===== config.mk =====
export PLATFORM = sky130hd
export DESIGN_NAME = dmi_regbus_bridge
export DESIGN_NICKNAME = d
export VERILOG_FILES = /design/src/rtl/dm_pkg.sv /design/src/rtl/dmi_regbus_bridge.sv
export SDC_FILE = /design/constraint.sdc
export NUM_CORES = 1
export LEC_CHECK = 0
export ABC_AREA = 1
export CAP_MARGIN = 10
export CORE_ASPECT_RATIO = 1.75
export CORE_MARGIN = 2
export CORE_UTILIZATION = 48
export CTS_BUF_LIST = sky130_fd_sc_hd__clkbuf_2
export CTS_CLUSTER_SIZE = 8
export DETAILED_ROUTE_END_ITERATION = 6
export HOLD_SLACK_MARGIN = 0.15
export PLACE_DENSITY = 0.88
export SYNTH_ARGS = -nofsm -noshare
export SYNTH_HDL_FRONTEND = slang
export SYNTH_SLANG_ARGS = --single-unit

===== constraint.sdc =====
create_clock -name clk_i -period 3.34 [get_ports clk_i]
set_clock_uncertainty 0.1 [all_clocks]
set_input_delay 0.835 -clock clk_i [delete_from_list [all_inputs] [get_ports clk_i]]
set_output_delay 0.835 -clock clk_i [all_outputs]
set_load 0.01 [all_outputs]

===== src/rtl/dm_pkg.sv =====
// Debug-module transport types shared by DMI clients and bridges.
package dm;

    typedef enum logic [1:0] {
        DTM_NOP   = 2'h0,
        DTM_READ  = 2'h1,
        DTM_WRITE = 2'h2
    } dtm_op_e;

    localparam logic [1:0] DTM_SUCCESS = 2'h0;
    localparam logic [1:0] DTM_ERR     = 2'h2;
    localparam logic [1:0] DTM_BUSY    = 2'h3;

    typedef struct packed {
        logic [6:0]  addr;
        dtm_op_e     op;
        logic [31:0] data;
    } dmi_req_t;

    typedef struct packed {
        logic [31:0] data;
        logic [1:0]  resp;
    } dmi_resp_t;

endpackage


===== src/rtl/dmi_regbus_bridge.sv =====
// Bridges single DMI transactions onto a req/gnt/rvalid register bus, with an optional
// watchdog that aborts stuck bus transfers and discards their late responses.
module dmi_regbus_bridge
    import dm::*;
#(
    parameter int unsigned TimeoutCycles = 255
) (
    input  logic        clk_i,
    input  logic        rst_ni,
    input  dmi_req_t    dmi_req_i,
    input  logic        dmi_req_valid_i,
    output logic        dmi_req_ready_o,
    output dmi_resp_t   dmi_resp_o,
    output logic        dmi_resp_valid_o,
    input  logic        dmi_resp_ready_i,
    output logic        reg_req_o,
    output logic        reg_we_o,
    output logic [6:0]  reg_addr_o,
    output logic [31:0] reg_wdata_o,
    input  logic        reg_gnt_i,
    input  logic        reg_rvalid_i,
    input  logic [31:0] reg_rdata_i,
    input  logic        reg_err_i
);

    localparam int unsigned CntW    = (TimeoutCycles == 0) ? 1 : $clog2(TimeoutCycles + 1);
    localparam int unsigned TmoLast = (TimeoutCycles == 0) ? 0 : TimeoutCycles - 1;
    localparam logic [CntW-1:0] CntMax = {CntW{1'b1}};

    typedef enum logic [1:0] {
        StIdle,
        StReq,
        StWaitRsp,
        StResp
    } state_e;

    state_e          state_q;
    logic            stale_q;
    logic [CntW-1:0] cnt_q;
    logic            we_q;
    logic [6:0]      addr_q;
    logic [31:0]     wdata_q;
    dmi_resp_t       resp_q;
    logic            timeout_hit;

    // The edge ending the TimeoutCycles-th busy cycle is the abort point.
    assign timeout_hit = (TimeoutCycles != 0) && (cnt_q == CntW'(TmoLast));

    assign dmi_req_ready_o  = rst_ni && (state_q == StIdle) && !stale_q;
    assign dmi_resp_valid_o = (state_q == StResp);
    assign dmi_resp_o       = resp_q;
    assign reg_req_o        = (state_q == StReq);
    assign reg_we_o         = we_q;
    assign reg_addr_o       = addr_q;
    assign reg_wdata_o      = wdata_q;

    // Transaction FSM with watchdog counter, latched request fields and response register.
    always_ff @(posedge clk_i) begin
        if (!rst_ni) begin
            state_q <= StIdle;
            stale_q <= 1'b0;
            cnt_q   <= '0;
            we_q    <= 1'b0;
            addr_q  <= '0;
            wdata_q <= '0;
            resp_q  <= '0;
        end else begin
            // A response belonging to an aborted transfer is swallowed here.
            if (stale_q && reg_rvalid_i) begin
                stale_q <= 1'b0;
            end
            unique case (state_q)
                StIdle: begin
                    if (dmi_req_valid_i && dmi_req_ready_o) begin
                        addr_q  <= dmi_req_i.addr;
                        wdata_q <= dmi_req_i.data;
                        we_q    <= (dmi_req_i.op == DTM_WRITE);
                        cnt_q   <= '0;
                        case (dmi_req_i.op)
                            DTM_NOP: begin
                                resp_q  <= '{data: 32'h0, resp: DTM_SUCCESS};
                                state_q <= StResp;
                            end
                            DTM_READ, DTM_WRITE: begin
                                state_q <= StReq;
                            end
                            default: begin
                                resp_q  <= '{data: 32'h0, resp: DTM_ERR};
                                state_q <= StResp;
                            end
                        endcase
                    end
                end
                StReq: begin
                    if (cnt_q != CntMax) cnt_q <= cnt_q + CntW'(1);
                    if (reg_gnt_i && timeout_hit) begin
                        // Granted at the abort point: the bus still owes a response.
                        resp_q  <= '{data: 32'h0, resp: DTM_ERR};
                        stale_q <= 1'b1;
                        state_q <= StResp;
                    end else if (reg_gnt_i) begin
                        state_q <= StWaitRsp;
                    end else if (timeout_hit) begin
                        resp_q  <= '{data: 32'h0, resp: DTM_ERR};
                        state_q <= StResp;
                    end
                end
                StWaitRsp: begin
                    if (cnt_q != CntMax) cnt_q <= cnt_q + CntW'(1);
                    // A response arriving on the abort edge still wins.
                    if (reg_rvalid_i) begin
                        resp_q.data <= we_q ? 32'h0 : reg_rdata_i;
                        resp_q.resp <= reg_err_i ? DTM_ERR : DTM_SUCCESS;
                        state_q     <= StResp;
                    end else if (timeout_hit) begin
                        resp_q  <= '{data: 32'h0, resp: DTM_ERR};
                        stale_q <= 1'b1;
                        state_q <= StResp;
                    end
                end
                StResp: begin
                    if (dmi_resp_ready_i) state_q <= StIdle;
                end
            endcase
        end
    end

endmodule


==> results.cfg <==
[clock_network]
clkLatencyLatePin_ns = 0.56
cts.sinks = 85
root_buffer = clkbuf_2
cts_buffer_depth = 2
h-tree-depth = 3
cts_tree = done
cts_hold_buf = 0
numCtsBuffers = 9
clk_pin_slew_worst_paths_ns = 0.23

[outcome]
status = finished clean

[finish]
fin_cells = 781
final_area_um2 = 5590
fin_nets = 774
multi_input_area_um2 = 1800
drive_gt1_share_pct = 4.64
area_delta_synth_final_pct = 43.1
fillers = 625
register_area_um2 = 1700

[worst_setup_path]
cp_slowest_cell = clkdlybuf4s50_1
crit_path_max_incr_delay_ns = 0.58
end_kind = output pin
arrival_ns = 2.26
critPathLaunchType = flop
cp_data_required_time_ns = 2.40
path_cells = inv_1 > ha_2 > nand2_1 > nor2_2 > clkdlybuf4s50_1
reg2reg_to = dmi_resp_o[30]
critical_path.top_delay_family = buffers and inverters
r2r-start = cnt_q[0]
path_class = reg -> out
r2r_setup_slack_ns = 0.98
ff2ff_path_depth = 9
cp_max_fo = 6
path_buf_inv = 2

[route]
drc = 0
routed_wl_mm = 11.3
wl_per_cell_um = 14.5
drt-met1-wl_mm = 4.23
top_layer = met4
dr.pass1.iters = 4
vias_per_cell = 5.33
dr_wl_met2_mm = 5.91
dr_total_vias = 4162
ant_nets = 0
wl_met3_um = 905
drt_iter0_markers = 244

[timing]
slew_headroom_pct = 69.4
drv_slew = 0
fin_hold_ws_ns = 0.376
fin_crit_sh_pct = 95.5
fmax_mhz = 313
tightest_slew_ns = 0.454
hold_viol = 0
setup_tns_ns = 0
period_minus_slack_ns = 3.19
rsz0062_at_grt = false
finalSetupViolCount = 0
worst_slack_ns = 0.149

[synth]
yosysSeqAreaShare_pct = 43.5
synth_cells = 549
synthTopCellsByArea = dfxtp_1 (44%), nand2_1 (11%), a21oi_1 (10%)
synthTopCellsByCount = nand2_1 (112), dfxtp_1 (85), a21oi_1 (80)
async_reset_ff_share_pct = 0
synth_top_area_share_pct = 43.5
netlist_area_um2 = 3910
ys_warn_count = 0
synth_edf_count = 0
ys.flop_type = dfxtp_1
avgSynthCellArea_um2 = 7.12
synth_top_cell_by_area = dfxtp_1
synth_nets = 638
synth.most_common_cell = nand2_1
synth-seq-cells = 85
synth.distinct_cells = 24

[placement]
placedCellCount = 764
port_buffers = 156
place_congestion = 0.862
dpl_worst_slack_ns = 0.228
place_hpwl_mm = 8.03
place_area_um2 = 5480

[die]
start_util_pct = 49.4
ios = 157
coreArea_um2 = 7910
die_y_um = 123
core.rowCount = 43
dieArea_um2 = 8910
dieWidth_um = 72.2

[global_route]
grt_max_degree = 56
grt_pass1_vias = 3968
grt_pass1_wl_mm = 17.9
grt_antenna_before_repair = 1
grt_use_total_pct = 25.3
overflow = 0

[hold_path]
worstHoldPathCells = 2
min_from = reg_addr_o[5]
hp-class = reg -> reg
hold_end = reg_addr_o[5]

[job]
maxCapViolations = 0

[power_and_ir_drop]
p_leak_nw = 2.18
vdd_drop_max_uv = 441
power_density_nw_per_um2 = 529
## timing repair
item | 4_1_cts | 5_1_grt
gates resized for setup | 0 | 1
setup endpoints to repair | 0 | 1
setup buffers | 0 | 0
## power by group
group	switching (mW)	total, mW	internal, mW
combinational	0.811	1.27	0.460
sequential	0.0532	1.16	1.10
clock	0.361	0.530	0.169
total	1.22	2.96	1.73
## cell type report
type                    instances  area share [%]
clock buffers                   9           0.806
multi-input cells             363            32.2
flip-flops and latches         85            30.4
repair buffers                164            29.2
clock inverters                 7            1.16
diodes                          1          0.0448
well taps                      90            2.01
inverters                      62            4.16
## kinds of logic (layout without fill, tap and decap cells)
logic type / after synthesis / count (layout) / share of synthesized area [%]
AO/OA/AOI/OAI: 92 / 92 / 12.4
XOR/XNOR: 1 / 1 / 0.224
adder cells (fa/ha/maj): 9 / 9 / 2.88
buffers and inverters: 101 / 242 / 10.6
flip-flops: 85 / 85 / 43.5
other: 0 / 1 / 0
AND/OR/NAND/NOR: 261 / 261 / 30.4
## registers in the layout, summed over array words and instances, names as in the netlist
register     count
dmi_resp_o      34
reg_wdata_o     32
cnt_q            8
reg_addr_o       7
state_q          2
reg_we_o         1
stale_q          1
## routing by layer
metal	GRT usage, %	vias to the layer above
met5	0	-
met4	9.08	0
met3	8.96	20
met2	44.4	142
met1	27.5	1935
li1	-	2065
## through the flow
step	total power [mW]	util (%)
2_1_floorplan	2.00	-
3_3_place_gp	2.39	69.2
3_5_place_dp	2.42	69.2
4_1_cts	2.96	70.6
5_1_grt	3.13	70.7
6_report	2.96	70.7
## worst register-to-register path: stages, from the launching register on
cell     delay [ns]
dfxtp_1        0.37
inv_1          0.14
ha_1           0.17
inv_1          0.04
nor2_1         0.19
nand2_1        0.21
nand3_4        0.36
nand3_4        0.42
nand2_1        0.19
a21oi_1        0.08
## worst max-delay path by stage
stage                     slack [ns]  cells past startpoint       start         endpoint
after global placement          0.21                      4      rst_ni  dmi_req_ready_o
after global routing            0.02                      5  state_q[0]  dmi_req_ready_o
after CTS                      0.005                      5  state_q[0]  dmi_req_ready_o
final                           0.15                      5  state_q[0]  dmi_req_ready_o
after floorplan                 0.86                      4      rst_ni  dmi_req_ready_o
after detailed placement        0.23                      4      rst_ni  dmi_req_ready_o
## layout by cell type, fill, tap and decap left out, types with 2 or more instances in the layout
cell,n
a21oi_1,80
buf_4,7
clkbuf_2,9
clkdlybuf4s50_1,156
clkinv_2,3
dfxtp_1,85
ha_1,8
inv_1,61
nand2_1,112
nand3_1,53
nand3_4,2
nand4_1,36
nor2_1,53
nor2_2,2
o21ai_0,6
o21bai_1,3
(Power assumes the default switching activity.)
